$ cat config.mk
export PLATFORM = sky130hd
export DESIGN_NAME = core_mem_arbiter
export DESIGN_NICKNAME = d
export VERILOG_FILES = /design/src/rtl/recog_pkg.sv /design/src/rtl/core_mem_arbiter_rr_picker.sv /design/src/rtl/core_mem_arbiter.sv
export SDC_FILE = /design/constraint.sdc
export NUM_CORES = 1
export LEC_CHECK = 0
export ABC_AREA = 1
export BUFFER_PORTS_ARGS = -buffer_cell sky130_fd_sc_hd__buf_2
export CORE_UTILIZATION = 44
export CTS_BUF_LIST = sky130_fd_sc_hd__clkbuf_2 sky130_fd_sc_hd__clkbuf_4 sky130_fd_sc_hd__clkbuf_8
export CTS_CLUSTER_SIZE = 16
export DETAILED_ROUTE_END_ITERATION = 12
export PLACE_DENSITY = 0.76
export RECOVER_POWER = 25
export SLEW_MARGIN = 20
export SYNTH_ARGS = -nofsm -noshare
export SYNTH_HDL_FRONTEND = slang
export SYNTH_SLANG_ARGS = --single-unit
$ cat constraint.sdc
create_clock -name i_clk -period 1.95 [get_ports i_clk]
set_input_delay 0.0975 -clock i_clk [delete_from_list [all_inputs] [get_ports i_clk]]
set_output_delay 0.0975 -clock i_clk [all_outputs]
set_load 0.05 [all_outputs]
$ cat src/rtl/recog_pkg.sv
// ---------------------------------------------------------------------------
// recog_pkg
//   Shared definitions for the gesture recognition core: default SRAM
//   geometry, requester index constants for the core_mem arbiter and the
//   arbiter state encoding.
//
//   Contents:
//     ADDR_W_DEF / DATA_W_DEF   default SRAM word address / data widths
//     NUM_REQ_DEF               default number of core_mem requesters
//     WAIT_MAX_DEF              default stall limit before an access aborts
//     LOCK_MAX                  longest burst lock before a forced rotation
//     REQ_RECORD / REQ_RESAMPLE / REQ_RECOGNIZE   requester indices
//     arb_state_e               arbiter FSM states
// ---------------------------------------------------------------------------
package recog_pkg;

    localparam int ADDR_W_DEF   = 20;
    localparam int DATA_W_DEF   = 16;
    localparam int NUM_REQ_DEF  = 3;
    localparam int WAIT_MAX_DEF = 1023;
    localparam int LOCK_MAX     = 64;

    localparam int REQ_RECORD    = 0;
    localparam int REQ_RESAMPLE  = 1;
    localparam int REQ_RECOGNIZE = 2;

    typedef enum logic [1:0] {
        ARB_IDLE,
        ARB_ISSUE,
        ARB_RESP
    } arb_state_e;

endpackage : recog_pkg

$ cat src/rtl/core_mem_arbiter_rr_picker.sv
// ---------------------------------------------------------------------------
// rr_picker
//   Combinational round-robin picker. Searches the request vector starting
//   one position after the pointer (wrapping modulo N) and returns the first
//   set bit as a one-hot grant and as a binary index.
//
//   Ports:
//     i_req    in   N       request vector
//     i_ptr    in   IDX_W   index of the most recent grant
//     o_gnt    out  N       one-hot grant (all zero when nothing requests)
//     o_idx    out  IDX_W   binary index of the granted requester
//     o_valid  out  1       at least one request is set
// ---------------------------------------------------------------------------
module rr_picker #(
    parameter int N     = 3,
    parameter int IDX_W = 2
) (
    input  logic [N-1:0]     i_req,
    input  logic [IDX_W-1:0] i_ptr,
    output logic [N-1:0]     o_gnt,
    output logic [IDX_W-1:0] o_idx,
    output logic             o_valid
);

    // NOTE: every variable assigned here gets a default first; a path that
    // leaves one unassigned would infer a latch.
    always_comb begin
        int cand;
        o_gnt   = '0;
        o_idx   = '0;
        o_valid = 1'b0;
        cand    = 0;
        // The pointer itself is visited last, so the previous winner has
        // the lowest priority in this round.
        for (int off = 1; off <= N; off++) begin
            cand = int'(i_ptr) + off;
            if (cand >= N) begin
                cand = cand - N;
            end
            if (!o_valid && i_req[cand]) begin
                o_valid     = 1'b1;
                o_gnt[cand] = 1'b1;
                o_idx       = IDX_W'(cand);
            end
        end
    end

endmodule : rr_picker

$ cat src/rtl/core_mem_arbiter.sv
// ---------------------------------------------------------------------------
// core_mem_arbiter
//   Shares the single core_mem SRAM port between the record writer (0), the
//   resampler (1) and the recognizer (2) with round-robin arbitration. One
//   access is outstanding at a time; the command is held stable across
//   core_wait stalls and completion is reported with a one-cycle one-hot ack.
//   An access stalled for WAIT_MAX consecutive cycles is aborted and acked
//   with o_err.
//
//   Optional feature (macro ARB_BURST_LOCK_EN): adds i_lock. A requester that
//   holds i_lock and i_req while being acked is regranted immediately,
//   bypassing rotation, for up to LOCK_MAX consecutive grants.
//
//   Ports:
//     i_clk, i_rst_n      clock, asynchronous active-low reset
//     i_req / i_wr        per-requester request (held until ack) / write flag
//     i_addr / i_wdata    packed per-requester address / write data
//     i_lock              per-requester burst lock (ARB_BURST_LOCK_EN only)
//     o_ack               one-hot, one-cycle completion pulse
//     o_rdata / o_err     read data / timeout flag, valid with o_ack
//     o_busy              access in flight (ISSUE or RESP)
//     core_mem_*          SRAM command and read data
//     core_wait           SRAM stall
// ---------------------------------------------------------------------------
module core_mem_arbiter
    import recog_pkg::*;
#(
    parameter int NUM_REQ  = NUM_REQ_DEF,
    parameter int ADDR_W   = ADDR_W_DEF,
    parameter int DATA_W   = DATA_W_DEF,
    parameter int WAIT_MAX = WAIT_MAX_DEF
) (
    input  logic                      i_clk,
    input  logic                      i_rst_n,
    input  logic [NUM_REQ-1:0]        i_req,
    input  logic [NUM_REQ-1:0]        i_wr,
    input  logic [NUM_REQ*ADDR_W-1:0] i_addr,
    input  logic [NUM_REQ*DATA_W-1:0] i_wdata,
`ifdef ARB_BURST_LOCK_EN
    input  logic [NUM_REQ-1:0]        i_lock,
`endif
    output logic [NUM_REQ-1:0]        o_ack,
    output logic [DATA_W-1:0]         o_rdata,
    output logic                      o_err,
    output logic                      o_busy,
    input  logic [DATA_W-1:0]         core_mem_r_value,
    output logic [DATA_W-1:0]         core_mem_w_value,
    output logic [ADDR_W-1:0]         core_mem_addr,
    output logic                      core_mem_wr,
    output logic                      core_mem_request,
    input  logic                      core_wait
);

    localparam int IDX_W  = (NUM_REQ > 1) ? $clog2(NUM_REQ) : 1;
    localparam int WCNT_W = $clog2(WAIT_MAX + 1);

    localparam logic [IDX_W-1:0]  PTR_RESET = IDX_W'(NUM_REQ - 1);
    localparam logic [WCNT_W-1:0] WCNT_LAST = WCNT_W'(WAIT_MAX - 1);
    localparam logic [WCNT_W-1:0] WCNT_SAT  = WCNT_W'(WAIT_MAX);

    arb_state_e        state_q, state_d;
    logic [IDX_W-1:0]  ptr_q;
    logic [IDX_W-1:0]  grant_q;
    logic [WCNT_W-1:0] wcnt_q;
    logic              err_q;
    logic [DATA_W-1:0] rdata_q;

    logic [NUM_REQ-1:0] pick_gnt;
    logic [IDX_W-1:0]   pick_idx;
    logic               pick_valid;

    logic [NUM_REQ-1:0] sel_gnt;
    logic [IDX_W-1:0]   sel_idx;
    logic               sel_valid;
    logic [ADDR_W-1:0]  sel_addr;
    logic [DATA_W-1:0]  sel_wdata;
    logic               sel_wr;

    logic               abort;

    rr_picker #(
        .N     (NUM_REQ),
        .IDX_W (IDX_W)
    ) u_picker (
        .i_req   (i_req),
        .i_ptr   (ptr_q),
        .o_gnt   (pick_gnt),
        .o_idx   (pick_idx),
        .o_valid (pick_valid)
    );

    // -----------------------------------------------------------------------
    // Grant selection: rotation result, optionally overridden by a burst lock
    // -----------------------------------------------------------------------
`ifdef ARB_BURST_LOCK_EN
    localparam int BURST_W = $clog2(LOCK_MAX + 1);

    logic               lock_q;
    logic [BURST_W-1:0] burst_q;
    logic               use_lock;
    logic [NUM_REQ-1:0] lock_gnt;

    // The lock only takes effect if the locked requester still asks.
    assign use_lock = lock_q && i_req[grant_q];

    always_comb begin
        lock_gnt          = '0;
        lock_gnt[grant_q] = 1'b1;
    end

    assign sel_gnt   = use_lock ? lock_gnt : pick_gnt;
    assign sel_idx   = use_lock ? grant_q  : pick_idx;
    assign sel_valid = use_lock || pick_valid;

    always_ff @(posedge i_clk or negedge i_rst_n) begin
        if (!i_rst_n) begin
            lock_q  <= 1'b0;
            burst_q <= '0;
        end else if (state_q == ARB_IDLE && sel_valid) begin
            lock_q  <= 1'b0;
            burst_q <= use_lock ? burst_q + 1'b1 : BURST_W'(1);
        end else if (state_q == ARB_RESP) begin
            // A burst that already reached LOCK_MAX grants goes through one
            // normal rotation before it can lock again.
            lock_q <= i_lock[grant_q] && i_req[grant_q] &&
                      (burst_q < BURST_W'(LOCK_MAX));
        end
    end
`else
    assign sel_gnt   = pick_gnt;
    assign sel_idx   = pick_idx;
    assign sel_valid = pick_valid;
`endif

    // One-hot AND-OR mux of the winning requester's command.
    always_comb begin
        sel_addr  = '0;
        sel_wdata = '0;
        sel_wr    = 1'b0;
        for (int k = 0; k < NUM_REQ; k++) begin
            if (sel_gnt[k]) begin
                sel_addr  = sel_addr  | i_addr[k*ADDR_W +: ADDR_W];
                sel_wdata = sel_wdata | i_wdata[k*DATA_W +: DATA_W];
                sel_wr    = sel_wr    | i_wr[k];
            end
        end
    end

    // The edge that records the WAIT_MAX-th stall also ends the access.
    assign abort = core_wait && (wcnt_q == WCNT_LAST);

    // -----------------------------------------------------------------------
    // FSM: state register / next state / outputs
    // -----------------------------------------------------------------------
    // NOTE: sequential state uses non-blocking assignments so every register
    // samples pre-edge values regardless of process evaluation order.
    always_ff @(posedge i_clk or negedge i_rst_n) begin
        if (!i_rst_n) begin
            state_q <= ARB_IDLE;
        end else begin
            state_q <= state_d;
        end
    end

    always_comb begin
        state_d = state_q;
        case (state_q)
            ARB_IDLE:  if (sel_valid) state_d = ARB_ISSUE;
            ARB_ISSUE: if (!core_wait || abort) state_d = ARB_RESP;
            ARB_RESP:  state_d = ARB_IDLE;
            default:   state_d = ARB_IDLE;
        endcase
    end

    always_comb begin
        o_ack          = '0;
        o_ack[grant_q] = (state_q == ARB_RESP);
        o_rdata        = (state_q == ARB_RESP) ? rdata_q : '0;
        o_err          = (state_q == ARB_RESP) && err_q;
        o_busy         = (state_q != ARB_IDLE);
    end

    // -----------------------------------------------------------------------
    // Datapath: command latch, stall counter, response capture
    // -----------------------------------------------------------------------
    always_ff @(posedge i_clk or negedge i_rst_n) begin
        if (!i_rst_n) begin
            ptr_q            <= PTR_RESET;
            grant_q          <= '0;
            wcnt_q           <= '0;
            err_q            <= 1'b0;
            rdata_q          <= '0;
            core_mem_addr    <= '0;
            core_mem_w_value <= '0;
            core_mem_wr      <= 1'b0;
            core_mem_request <= 1'b0;
        end else begin
            case (state_q)
                ARB_IDLE: begin
                    if (sel_valid) begin
                        core_mem_addr    <= sel_addr;
                        core_mem_w_value <= sel_wdata;
                        core_mem_wr      <= sel_wr;
                        core_mem_request <= 1'b1;
                        grant_q          <= sel_idx;
                        ptr_q            <= sel_idx;
                        rdata_q          <= '0;
                        err_q            <= 1'b0;
                        wcnt_q           <= '0;
                    end
                end
                ARB_ISSUE: begin
                    if (!core_wait) begin
                        core_mem_request <= 1'b0;
                        rdata_q          <= core_mem_wr ? '0 : core_mem_r_value;
                    end else begin
                        if (wcnt_q != WCNT_SAT) begin
                            wcnt_q <= wcnt_q + 1'b1;
                        end
                        if (abort) begin
                            core_mem_request <= 1'b0;
                            err_q            <= 1'b1;
                            rdata_q          <= '0;
                        end
                    end
                end
                ARB_RESP: begin
                    wcnt_q <= '0;
                    err_q  <= 1'b0;
                end
                default: begin
                    core_mem_request <= 1'b0;
                end
            endcase
        end
    end

endmodule : core_mem_arbiter

==> impl_results.md <==
- HP Start: core_mem_r_value[1]
- Post-synth top cells: nand2_1, nor2_1, dfrtp_1
- Residual DRC: 0
- Worst hold path class: in2reg
- Worst slew pin tran: 1090 ps
- MaxCap Viol Count: 0
- Unique cell type count in the Yosys netlist: 32
- Nets: 1,006
- Fill cell count: roughly 750
- Clk Tree Root Cell: clkbuf_8
- Row cnt: 35
- Initial antenna violation count: 1
- Max-slew violations: 0
- Clock transition at path regs: 90 ps
- Longest Clk Path Bufs: 2
- Top cells by area, synth: dfrtp_1, nand2_1, nor2_1
- Total track usage: a little over a quarter
- Die height: 100 um
- Top-level port count: around 190
- Layout area overhead: 54.7%
- GRT Residual Overflow: 0
- H-tree Lvls: 3
- Initial drt markers: 190
- Ys Warns: 0
- Most common cell in the netlist: nand2_1
- Worst Path Arrival: 2560 ps
- Number of synthesized flops with an enable pin: 0
- Ratio of final minimum period to clock period: 119%
- GP Congestion: 0.883
- CTS Sinks: 70
- Mapped Nets: 763
- Reg-to-reg slack, setup: -360 ps
- Final HPWL DP: 9180 um
- Reg-to-reg critical path startpoint: ptr_q[1]
- Die X: 100 um
- Core Footprint: around 9300 um2
- Final Power: 15,500 uW
- Hold EP: rdata_q[1]
- R2r worst-path depth: 12
- First-pass GRT wire length: 20,500 um
- Lkg Pwr: 0.00346 uW
- Failing checks: negative setup slack
- Vias per cell: between 4 and 5
- Crit path max fanout: 8
- Area leader, netlist: dfrtp_1
- Final worst slack: -362 ps
- Routed wire length per instance: between 10 and 15 um
- TritonRoute pass-1 iters: 5
- WP data required: 2200 ps
- Post-place setup slack: -287 ps
- Critical path type: reg2reg
- Setup TNS: -19,750 ps
- Startpoint types: register
- Syn avg cell area: 6.82 um2
- Synth async-reset ratio: 100%
- Post-synthesis sequential area ratio: 41.3%
- Via count: 4,872
- Share of layout cells above drive strength 1: 39.8%
- RSZ-0062 raised after global routing: true
- Setup violations, final: slightly below 70
- Vias in the first global route: around 4,600
- Total CTS buffers: 9
- FF+latch count, synth: 70
- Synth Cell Area: 4240 um2
- Hold Vio Cnt, Final: 0
- Later-pin clock latency in the skew report: about 350 ps
- CTS tree: built
- Power Density: 2370 nW/um2
- Relative slew slack: 27.4%
- Max Fclk: between 0.4 and 0.5 GHz
- Prevailing post-synth register cell: dfrtp_1
- Status: complete, but fails checks
- Maximum VDD drop: between 1 and 1.5 mV
- Final wirelength: 14,000 um
- Largest net degree at the start of global routing: between 40 and 50
- DP Area: 5530 um2
- Hold path depth: 3
- Die area: 10,000 um2
- Critical Path End Type: register
- Fin area: 6560 um2
- Share of the synthesized area in the top cell type: between 40% and 50%
- R2R Path End: core_mem_addr[11]
- Minimum clock period: 2310 ps
- Initial Utilization: 45.7%
- Port bufs: 191
- Worst Skew: 9.10 ps
- Antenna viol nets, final: 0
- Post-Syn Instances: ~620
worst max-delay path: stages (launching register included):
cell,delay (ps)
dfstp_2,560
inv_4,50
ha_4,360
inv_8,70
nand3_2,100
nand2_4,70
nor2_4,240
a21oi_4,140
buf_12,180
buf_4,150
buf_16,120
nor2_2,100
nor2_1,50
per-stage QoR:
stage / utilization (%) / hold slack (ps) / instances
detailed placement: 59.5 / 129 / 946
CTS: 66.6 / 6.46 / 989
global placement: 59.5 / 119 / 946
floorplan: - / -198 / 622
global route: 70.7 / 16.6 / 1000
finish: 70.7 / 28.6 / 1000
worst max-delay path by stage:
stage | startpoint | endpoint | slack (ps) | cells past startpoint
2_1_floorplan | ptr_q[1] | core_mem_w_value[5] | -160 | 15
3_3_place_gp | ptr_q[1] | core_mem_w_value[11] | -180 | 12
3_5_place_dp | ptr_q[1] | core_mem_w_value[3] | -290 | 12
4_1_cts | ptr_q[1] | grant_q[1] | -240 | 13
5_1_grt | ptr_q[1] | core_mem_addr[11] | -450 | 12
6_report | ptr_q[1] | core_mem_addr[11] | -360 | 12
sequential cells by signal, summed over array words and instances (netlist names):
| name | cells |
|---|---|
| grant_q | 1 |
| state_q | 2 |
| core_mem_w_value | 16 |
| core_mem_request | 1 |
| rdata_q | 16 |
| core_mem_wr | 1 |
| err_q | 1 |
| ptr_q | 2 |
| core_mem_addr | 20 |
| wcnt_q | 10 |
area by class of cell:
type                       instances  area (um2)  area share, %
multi-input combinational        471        2400           36.5
timing repair buffer             257        1790           27.3
antenna                            1        2.50         0.0381
sequential                        70        1750           26.7
clock buffer                       9         124           1.89
inverter                          56         228           3.47
clock inverter                     7         105           1.60
tap                              129         161           2.46
cell families after synthesis:
family          synth area share, %
compound gates                 5.22
xor+xnor                      0.413
fa+ha+maj                      2.36
buf+inv                        9.97
flops                          41.3
simple gates                   40.7
power by group:
group	total (uW)	switching, uW	internal, uW
Sequential	2550	395	2150
Clock	1370	626	740
Combinational	11600	6940	4670
cell usage in the layout (no fill, tap or decap), types with 2 or more instances in the layout:
cell	count
dlygate4sd3_1	11
o21ai_0	14
nand3_4	3
inv_4	2
bufinv_16	2
nand2_8	2
nor2_2	9
buf_16	4
or2_2	4
nand2_2	19
inv_8	2
nand2_4	8
clkbuf_16	3
inv_1	49
buf_4	28
o22ai_1	2
nor2_1	129
ha_2	2
ha_1	5
nand4_1	3
nand2_1	214
nor2_4	3
o22ai_2	12
nor3_1	4
dfrtp_1	69
xor2_1	2
o21ai_2	2
buf_6	8
buf_12	12
buf_2	190
o22ai_4	2
inv_6	3
inv_2	3
clkbuf_8	9
nand3_1	18
nand3_2	6
per-layer routing:
layer	GRT usage [%]	wire [um]
met1	29.8	5370
met2	47.0	7220
met3	5.29	949
met4	11.4	455
met5	0	0
timing repair:
action | 4_1_cts | 5_1_grt
resized for setup | 33 | 55
endpoints found under the hold margin | 47 | 0
hold buffers | 11 | 0
pin swaps | 27 | 12
gates cloned | 4 | 6
endpoints found under the setup margin | 69 | 69
buffers inserted | 12 | 4
No activity file was read; power rests on OpenSTA's default activity.
